--- config.mk ---
export PLATFORM = sky130hd
export DESIGN_NAME = nl_cmd_sequencer
export DESIGN_NICKNAME = d
export VERILOG_FILES = /design/src/rtl/nl_pkg.sv /design/src/rtl/nl_watchdog.sv /design/src/rtl/nl_cmd_sequencer.sv
export SDC_FILE = /design/constraint.sdc
export NUM_CORES = 1
export LEC_CHECK = 0
export ABC_AREA = 1
export BUFFER_PORTS_ARGS = -buffer_cell sky130_fd_sc_hd__buf_2
export CORE_AREA = 2 2 342 344
export CTS_CLUSTER_SIZE = 16
export DETAILED_ROUTE_END_ITERATION = 16
export DIE_AREA = 0 0 344 346
export PLACE_DENSITY = 0.44
export SYNTH_ARGS = -nofsm -noshare
export SYNTH_HDL_FRONTEND = slang
export SYNTH_SLANG_ARGS = --single-unit
--- constraint.sdc ---
create_clock -name clk -period 3.62 [get_ports clk]
set_clock_uncertainty 0.15 [all_clocks]
set_input_delay 0.181 -clock clk [delete_from_list [all_inputs] [get_ports clk]]
set_output_delay 0.181 -clock clk [all_outputs]
set_load 0.1 [all_outputs]
--- src/rtl/nl_pkg.sv ---
// Shared op codes, FSM state encoding and default widths for the NL command sequencer.
package nl_pkg;

  localparam int NL_DW = 32;
  localparam int NL_AW = 17;

  localparam logic [1:0] OP_ILL   = 2'b00;
  localparam logic [1:0] OP_PRED  = 2'b01;
  localparam logic [1:0] OP_NEWLM = 2'b10;
  localparam logic [1:0] OP_UPD   = 2'b11;

  typedef enum logic [2:0] {
    ST_IDLE  = 3'd0,
    ST_ISSUE = 3'd1,
    ST_WAIT  = 3'd2,
    ST_CAPT  = 3'd3,
    ST_RESP  = 3'd4
  } nl_state_e;

  function automatic logic op_legal(input logic [1:0] op);
    return op != OP_ILL;
  endfunction

endpackage

--- src/rtl/nl_watchdog.sv ---
// Saturating up-counter with clear/enable; flags when the count is about to reach TIMEOUT.
module nl_watchdog #(
  parameter int TIMEOUT = 1023
) (
  input  logic clk,
  input  logic rst,
  input  logic clear,
  input  logic enable,
  output logic expired
);

  localparam int CW = (TIMEOUT < 1) ? 1 : $clog2(TIMEOUT + 1);
  localparam logic [CW-1:0] TMAX = CW'(TIMEOUT);

  logic [CW-1:0] cnt_q, cnt_d, cnt_next;

  always_comb begin
    cnt_next = (cnt_q == TMAX) ? cnt_q : cnt_q + CW'(1);
    cnt_d    = cnt_q;
    if (clear) begin
      cnt_d = '0;
    end else if (enable) begin
      cnt_d = cnt_next;
    end
  end

  // Flag in the cycle whose increment lands on TIMEOUT, so exactly TIMEOUT enabled cycles elapse.
  assign expired = enable && !clear && (cnt_next == TMAX);

  always_ff @(posedge clk) begin
    if (rst) begin
      cnt_q <= '0;
    end else begin
      cnt_q <= cnt_d;
    end
  end

endmodule

--- src/rtl/nl_cmd_sequencer.sv ---
// Command/response front-end that launches one NL core operation at a time and waits for its done.
//   state | meaning
//   IDLE  | ready for a command
//   ISSUE | one-cycle init pulse to the core
//   WAIT  | waiting for matching done or watchdog expiry
//   CAPT  | core results final, capture them
//   RESP  | response held until rsp_ready
module nl_cmd_sequencer
  import nl_pkg::*;
#(
  parameter int DW      = NL_DW,
  parameter int AW      = NL_AW,
  parameter int TIMEOUT = 1023
) (
  input  logic            clk,
  input  logic            rst,
  input  logic            cmd_valid,
  output logic            cmd_ready,
  input  logic [1:0]      cmd_op,
  input  logic [6*DW-1:0] cmd_dw,
  input  logic [3*AW-1:0] cmd_aw,
  output logic            nl_init_predict,
  output logic            nl_init_newlm,
  output logic            nl_init_update,
  output logic [6*DW-1:0] nl_dw,
  output logic [3*AW-1:0] nl_aw,
  input  logic            nl_done_predict,
  input  logic            nl_done_newlm,
  input  logic            nl_done_update,
  input  logic [6*DW-1:0] nl_result,
  output logic            rsp_valid,
  input  logic            rsp_ready,
  output logic [1:0]      rsp_op,
  output logic            rsp_err,
  output logic [6*DW-1:0] rsp_data
);

  nl_state_e       state_q, state_d;
  logic [1:0]      op_q, op_d;
  logic [6*DW-1:0] nl_dw_q, nl_dw_d;
  logic [3*AW-1:0] nl_aw_q, nl_aw_d;
  logic [1:0]      rsp_op_q, rsp_op_d;
  logic            rsp_err_q, rsp_err_d;
  logic [6*DW-1:0] rsp_data_q, rsp_data_d;
  logic            accept, done_match, wd_clear, wd_enable, wd_expired;

  nl_watchdog #(.TIMEOUT(TIMEOUT)) u_watchdog (
    .clk     (clk),
    .rst     (rst),
    .clear   (wd_clear),
    .enable  (wd_enable),
    .expired (wd_expired)
  );

  assign cmd_ready = (state_q == ST_IDLE) && !rst;
  assign accept    = cmd_valid && cmd_ready;

  always_comb begin
    done_match = 1'b0;
    case (op_q)
      OP_PRED:  done_match = nl_done_predict;
      OP_NEWLM: done_match = nl_done_newlm;
      OP_UPD:   done_match = nl_done_update;
      default:  done_match = 1'b0;
    endcase
  end

  always_comb begin
    state_d    = state_q;
    op_d       = op_q;
    nl_dw_d    = nl_dw_q;
    nl_aw_d    = nl_aw_q;
    rsp_op_d   = rsp_op_q;
    rsp_err_d  = rsp_err_q;
    rsp_data_d = rsp_data_q;
    wd_clear   = 1'b0;
    wd_enable  = 1'b0;
    case (state_q)
      ST_IDLE: begin
        if (accept) begin
          if (op_legal(cmd_op)) begin
            op_d    = cmd_op;
            nl_dw_d = cmd_dw;
            nl_aw_d = cmd_aw;
            state_d = ST_ISSUE;
          end else begin
            rsp_op_d   = OP_ILL;
            rsp_err_d  = 1'b1;
            rsp_data_d = '0;
            state_d    = ST_RESP;
          end
        end
      end
      ST_ISSUE: begin
        wd_clear = 1'b1;
        state_d  = ST_WAIT;
      end
      ST_WAIT: begin
        wd_enable = 1'b1;
        // A matching done takes priority over a simultaneous expiry.
        if (done_match) begin
          state_d = ST_CAPT;
        end else if (wd_expired) begin
          rsp_op_d   = op_q;
          rsp_err_d  = 1'b1;
          rsp_data_d = '0;
          state_d    = ST_RESP;
        end
      end
      ST_CAPT: begin
        rsp_op_d   = op_q;
        rsp_err_d  = 1'b0;
        rsp_data_d = nl_result;
        state_d    = ST_RESP;
      end
      ST_RESP: begin
        if (rsp_ready) begin
          state_d = ST_IDLE;
        end
      end
      default: state_d = ST_IDLE;
    endcase
  end

  always_ff @(posedge clk) begin
    if (rst) begin
      state_q    <= ST_IDLE;
      op_q       <= OP_ILL;
      nl_dw_q    <= '0;
      nl_aw_q    <= '0;
      rsp_op_q   <= OP_ILL;
      rsp_err_q  <= 1'b0;
      rsp_data_q <= '0;
    end else begin
      state_q    <= state_d;
      op_q       <= op_d;
      nl_dw_q    <= nl_dw_d;
      nl_aw_q    <= nl_aw_d;
      rsp_op_q   <= rsp_op_d;
      rsp_err_q  <= rsp_err_d;
      rsp_data_q <= rsp_data_d;
    end
  end

  assign nl_init_predict = (state_q == ST_ISSUE) && (op_q == OP_PRED);
  assign nl_init_newlm   = (state_q == ST_ISSUE) && (op_q == OP_NEWLM);
  assign nl_init_update  = (state_q == ST_ISSUE) && (op_q == OP_UPD);
  assign nl_dw           = nl_dw_q;
  assign nl_aw           = nl_aw_q;
  assign rsp_valid       = (state_q == ST_RESP);
  assign rsp_op          = rsp_op_q;
  assign rsp_err         = rsp_err_q;
  assign rsp_data        = rsp_data_q;

endmodule

# Word-level counts from Yosys, hierarchy flattened
# Index checks and enable logic that the tools add are counted.
word_totals:
  output_inout_bits: 443
  elab_cells: 65
  ff_bits: 453
  inputBits: 444
classes:
  n_reduce_logical: 16
  eq_ne: 15
  n_addsub: 1
  mux: 25
ops:
  columns: ["cell", "count"]
  rows:
  - ["two-way mux 192 bit", 4]
  - ["one-hot mux 192 bit (3 select lines)", 1]
  - ["== test 10 bit (second input constant)", 2]
  - ["two-way mux 3 bit", 5]
  - ["one-hot mux 3 bit (5 select lines)", 1]
  - ["adder 10 x 1 -> 10 bit (second input constant)", 1]
  - ["two-way mux 10 bit", 1]
  - ["two-way mux 2 bit", 4]
  - ["logical AND 1 bit", 7]
  - ["== test 3 x 2 -> 1 bit (second input constant)", 2]
  - ["two-way mux 1 bit", 6]
  - ["!= test 2 bit (second input constant)", 3]
  - ["one-hot mux 1 bit (3 select lines)", 2]
  - ["one-hot mux 2 bit (3 select lines)", 1]
  - ["AND reduction 3 bit", 2]
  - ["AND reduction 5 bit", 1]
  - ["== test 2 bit (second input constant)", 2]
  - ["!= test 2 x 1 -> 1 bit (second input constant)", 2]
  - ["== test 3 x 1 -> 1 bit (second input constant)", 1]
  - ["== test 3 bit (second input constant)", 1]
  - ["zero test 3 bit", 1]
  - ["!= test 3 x 2 -> 1 bit (second input constant)", 1]
  - ["nonzero test 3 bit", 1]
  - ["== test 2 x 1 -> 1 bit (second input constant)", 1]
  - ["3 further kinds", 4]

# Longest topological paths before layout
depth:
  ltp_word: 8
  depth_mapped: 17
  ltp_nobuf: 15

# Cells and area by module
# From an unflattened synthesis, not the netlist that was laid out.
unflattened:
  cells_unflattened: 2572
  hier_area_um2: 17872.1
by_module_without_submodules:
  columns: ["module", "seq_area_each_um2", "n_inst", "cells_each", "area_each_um2"]
  rows:
  - ["nl_cmd_sequencer", 8868.5, 1, 2455, 17116.4]
  - ["nl_watchdog", 200.2, 1, 117, 755.7]

# Least setup slack after synthesis
# OpenSTA, ideal clock, no wires.
synth_timing:
  kind: "reg-to-output"
  startpoint: "register state_q[0]"
  endpoint: "output nl_init_newlm"
  t_required_ns: 3.289
  path_stages_with_launch: 5
  slack_ns: 0.490
  n_path_buf: 0
  arrival_ns: 2.799
  path_cell_list: "dfxtp_1 inv_1 nor2_1 nand2_1 nor3_1"
synth_between:
  elab_chain_cells: 2
synth_rtl:
  columns: ["element", "line_no", "source"]
  rows:
  - ["from (decl)", "nl_cmd_sequencer.sv:38", "nl_state_e state_q, state_d;"]
  - ["from (signal assigned)", "nl_cmd_sequencer.sv:135", "state_q <= state_d;"]
  - ["== test 3 x 1 -> 1 bit", "nl_cmd_sequencer.sv:146", "assign nl_init_newlm = (state_q == ST_ISSUE) && (op_q == OP_NEWLM);"]
  - ["logical AND 1 bit", "nl_cmd_sequencer.sv:146", null]
  - ["to (decl)", "nl_cmd_sequencer.sv:23", "output logic nl_init_newlm,"]
# Every way passes these cells.

# Worst setup path in the final report
layout_timing:
  startpoint: "register op_q[1]"
  endpoint: "register rsp_data_q[51] (netlist: rsp_data[51])"
layout_between:
  elab_chain_cells: 4
  word_cells_on_any_way: 6
  classes_between: "eq/ne: 4; mux: 1; reduce/logical: 1"
layout_rtl:
  columns: ["element", "line_no", "source"]
  rows:
  - ["from (decl)", "nl_cmd_sequencer.sv:39", "logic [1:0] op_q, op_d;"]
  - ["from (signal assigned)", "nl_cmd_sequencer.sv:136", "op_q <= op_d;"]
  - ["== test 2 bit or == test 2 x 1 -> 1 bit (tied branches)", "nl_cmd_sequencer.sv:60", "case (op_q)"]
  - ["one-hot mux 1 bit (3 select lines) (*)", "nl_cmd_sequencer.sv:60", null]
  - ["!= test 2 bit (no source line) (*)", null, null]
  - ["AND reduction 5 bit (no source line) (*)", null, null]
  - ["to (signal assigned)", "nl_cmd_sequencer.sv:141", "rsp_data_q <= rsp_data_d;"]
  - ["to (decl)", "nl_cmd_sequencer.sv:44", "logic [6*DW-1:0] rsp_data_q, rsp_data_d;"]
# Mark *: on every way between the ends. The rest lies on a longest branch, timed or not.
# A chain may end at the register's enable or synchronous reset.

==> qor.txt <==
commonest non-fill, non-tap cell in the layout -> buf_2
Pwr per Cell Area -> 794 mW/mm^2
Clock Latency Late Sink -> 0.63 ns
hold path start -> cmd_valid
Reg2Reg Capture Point -> rsp_data[51]$_SDFFE_PP0P_
clock period minus worst slack -> 3.06 ns
Setup Fix Bufs, Post-CTS -> 0
largest net degree at the start of global routing -> 164
reg2reg start -> op_q[1]$_SDFFE_PP0P_
depth of the CTS H-tree -> 2
Avg Vias per Cell -> 3.98
initial antenna violation count -> 16
post-route core utilization -> 0.269
Tightest Pin Transition -> 1.01 ns
Total Nets Final -> 4388
Detail Route Antenna Nets -> 0
die area -> 0.119 mm^2
Die Wd -> 344 um
DP Worst Slack -> 0.644 ns
kind of critical path -> reg2reg
Worst setup SP type -> flop
# resized after CTS -> 0
setup TNS -> 0 ns
r2r setup slk -> 0.56 ns
worst vdd ir -> 0.000547 V
period utilization -> 0.845
Vert. Die Dim -> 346 um
per-cell routed wire length -> 16.2 um
critical path required time -> 3.99 ns
DRT iter0 DRCs -> 856
fin. max-slew vios -> 0
Root Driver -> clkbuf_16
max-cap violations -> 0
crit path DAT -> 3.43 ns
register area -> 0.00907 mm^2
crit-path max FO -> 81
hold endpoint -> state_q[0]$_SDFFE_PP0P_
syn_nets -> 3172
Pre-antenna DRT Iters -> 6
first-pass GRT wire length -> 132 mm
# port buffers -> 886
Final Instance Count excl. Fillers -> 5519
YS warnings -> 0
Netlist cell types -> 26
global-route usage over all layers -> 0.142
multi-input logic area -> 0.00787 mm^2
Filler cells -> 12800
CTS Buffer Depth -> 3
Hold Path Stages -> 7
RSZ-0062 raised after global routing -> false
core area -> 0.115 mm^2
final setup vio count -> 0
synthesized area -> 0.0186 mm^2
TritonCTS Buffers -> 58
sequential element share of the synthesized area -> 0.487
CTS clk-pin slew, worst paths -> 0.05 ns
R2R depth -> 12
Hold Worst Slack -> 0.132 ns
Hold Vio Cnt, Final -> 0
leakage -> 15.0 nW
CTS tree -> yes
placed insts -> 4951
Total Wirelength -> 89.7 mm
worst min path class -> in2reg
Fmax achieved -> 327 MHz
Rows -> 125
hpwl dp -> 63.2 mm
share of cells above drive strength 1 -> 0.254
syn_area_per_cell -> 6.83 um^2
Post-route DRC -> 0
vias in the first global route -> 21600
synthesized flop and latch total -> 453
most frequent cells in the layout -> buf_2 (885), nand2_1 (672), dlygate4sd3_1 (456)
vias post-DR -> 22000
Sinks on Clock Net -> 453
Starting Density -> 0.161
status -> complete, no violations
endpoint class of the critical path -> flop
Worst Slack Setup Final -> 0.560 ns
IO Pins -> 887
Cells after Synth -> 2727
final RePlAce weighted congestion -> 0.837
Area Growth Syn to Fin -> 66.8%
Rel. slew slack -> 0.328
total global routing overflow -> 0
[state kept, by name, indices dropped and copies added, names as in the netlist]
register and count:
nl_aw 51, nl_dw 192, op_q 2, rsp_data 192
rsp_err 1, rsp_op 2, state_q 3, u_watchdog.cnt_q 10
[layer usage]
metal	wire, um	vias to the layer above	track usage
met5	105	-	0
met4	2770	18	0.0466
met3	6180	141	0.0375
met2	43200	712	0.246
met1	37400	10100	0.168
li1	-	11000	-
[cell usage after synthesis]
| library cell | n | area (um^2) |
|---|---|---|
| nand3_1 | 357 | 1790 |
| nand3b_1 | 1 | 7.51 |
| clkbuf_1 | 153 | 574 |
| a31oi_1 | 1 | 6.26 |
| o21bai_1 | 1 | 7.51 |
| nand4_1 | 2 | 12.5 |
| a211oi_1 | 2 | 15.0 |
| buf_1 | 15 | 56.3 |
| nor4_4 | 1 | 21.3 |
| nor3_1 | 4 | 20.0 |
| a21boi_0 | 1 | 7.51 |
| xor2_1 | 1 | 8.76 |
| o21a_1 | 1 | 7.51 |
| ha_1 | 1 | 12.5 |
| a21oi_1 | 347 | 1740 |
| nand2_1 | 675 | 2530 |
| nor4_1 | 1 | 6.26 |
| dfxtp_1 | 453 | 9070 |
| nor3_2 | 1 | 10.0 |
| inv_2 | 1 | 3.75 |
| inv_1 | 233 | 875 |
| o21ai_0 | 10 | 50.1 |
| or2_2 | 1 | 6.26 |
| buf_2 | 45 | 225 |
| nor2_2 | 1 | 6.26 |
| nor2_1 | 418 | 1570 |
[final cells by class]
class / instances / share of cell area
multi-input cells: 1827 / 0.253
diodes: 6 / 0.000483
repair buffers: 1369 / 0.302
clock buffers: 92 / 0.0570
inverters: 234 / 0.0285
flip-flops and latches: 453 / 0.292
well taps: 1524 / 0.0614
clock inverters: 14 / 0.00596
[metrics by stage]
| stage | area [um^2] | total power [mW] |
|---|---|---|
| after global routing | 31100 | 26.2 |
| final | 31100 | 24.7 |
| after floorplan | 18600 | 16.0 |
| after detailed placement | 24500 | 18.4 |
| after global placement | 24500 | 18.4 |
| after CTS | 31100 | 25.0 |
[where the power goes]
part	internal [mW]	switching, mW
logic	2.83	9.59
clock network	3.61	2.38
registers	5.83	0.426
total	12.3	12.4
[worst max-delay path by stage]
stage                                           from                          to  slack, ns  cells after the start
CTS                 u_watchdog.cnt_q[1]$_SDFFE_PP0P_  rsp_data[175]$_SDFFE_PP0P_       0.62                     15
floorplan                    state_q[0]$_SDFFE_PP0P_               nl_init_newlm       0.49                      4
finish                          op_q[1]$_SDFFE_PP0P_   rsp_data[51]$_SDFFE_PP0P_       0.56                     12
detailed placement  u_watchdog.cnt_q[1]$_SDFFE_PP0P_  rsp_data[175]$_SDFFE_PP0P_       0.64                     15
global placement    u_watchdog.cnt_q[1]$_SDFFE_PP0P_  rsp_data[190]$_SDFFE_PP0P_       0.66                     15
global route        u_watchdog.cnt_q[1]$_SDFFE_PP0P_  rsp_data[167]$_SDFFE_PP0P_       0.37                     15
[logic make-up after synthesis]
group / Yosys count / share of synthesized area
compound gates: 363 / 0.0982
xor+xnor: 1 / 0.000470
flops: 453 / 0.487
fa+ha+maj: 1 / 0.000671
simple gates: 1462 / 0.321
buf+inv: 447 / 0.0931
[worst max-delay path, cell delays in order (launching register included)]
cell and delay, ns:
dfxtp_1 0.43, inv_1 0.10, nand3_1 0.08, nand3_1 0.09, dlygate4sd3_1 0.57, nand2_1 0.06
nand2_1 0.09, nor4_4 0.28, buf_12 0.32, buf_12 0.36, nand3_1 0.15, nand2_1 0.09
nor2_1 0.04
[repair_timing]
item / 4_1_cts / 5_1_grt
hold endpoints to repair: 443 / 0
endpoints found under the setup margin: 0 / 0
hold buffers: 456 / 0
(Power assumes the default switching activity.)
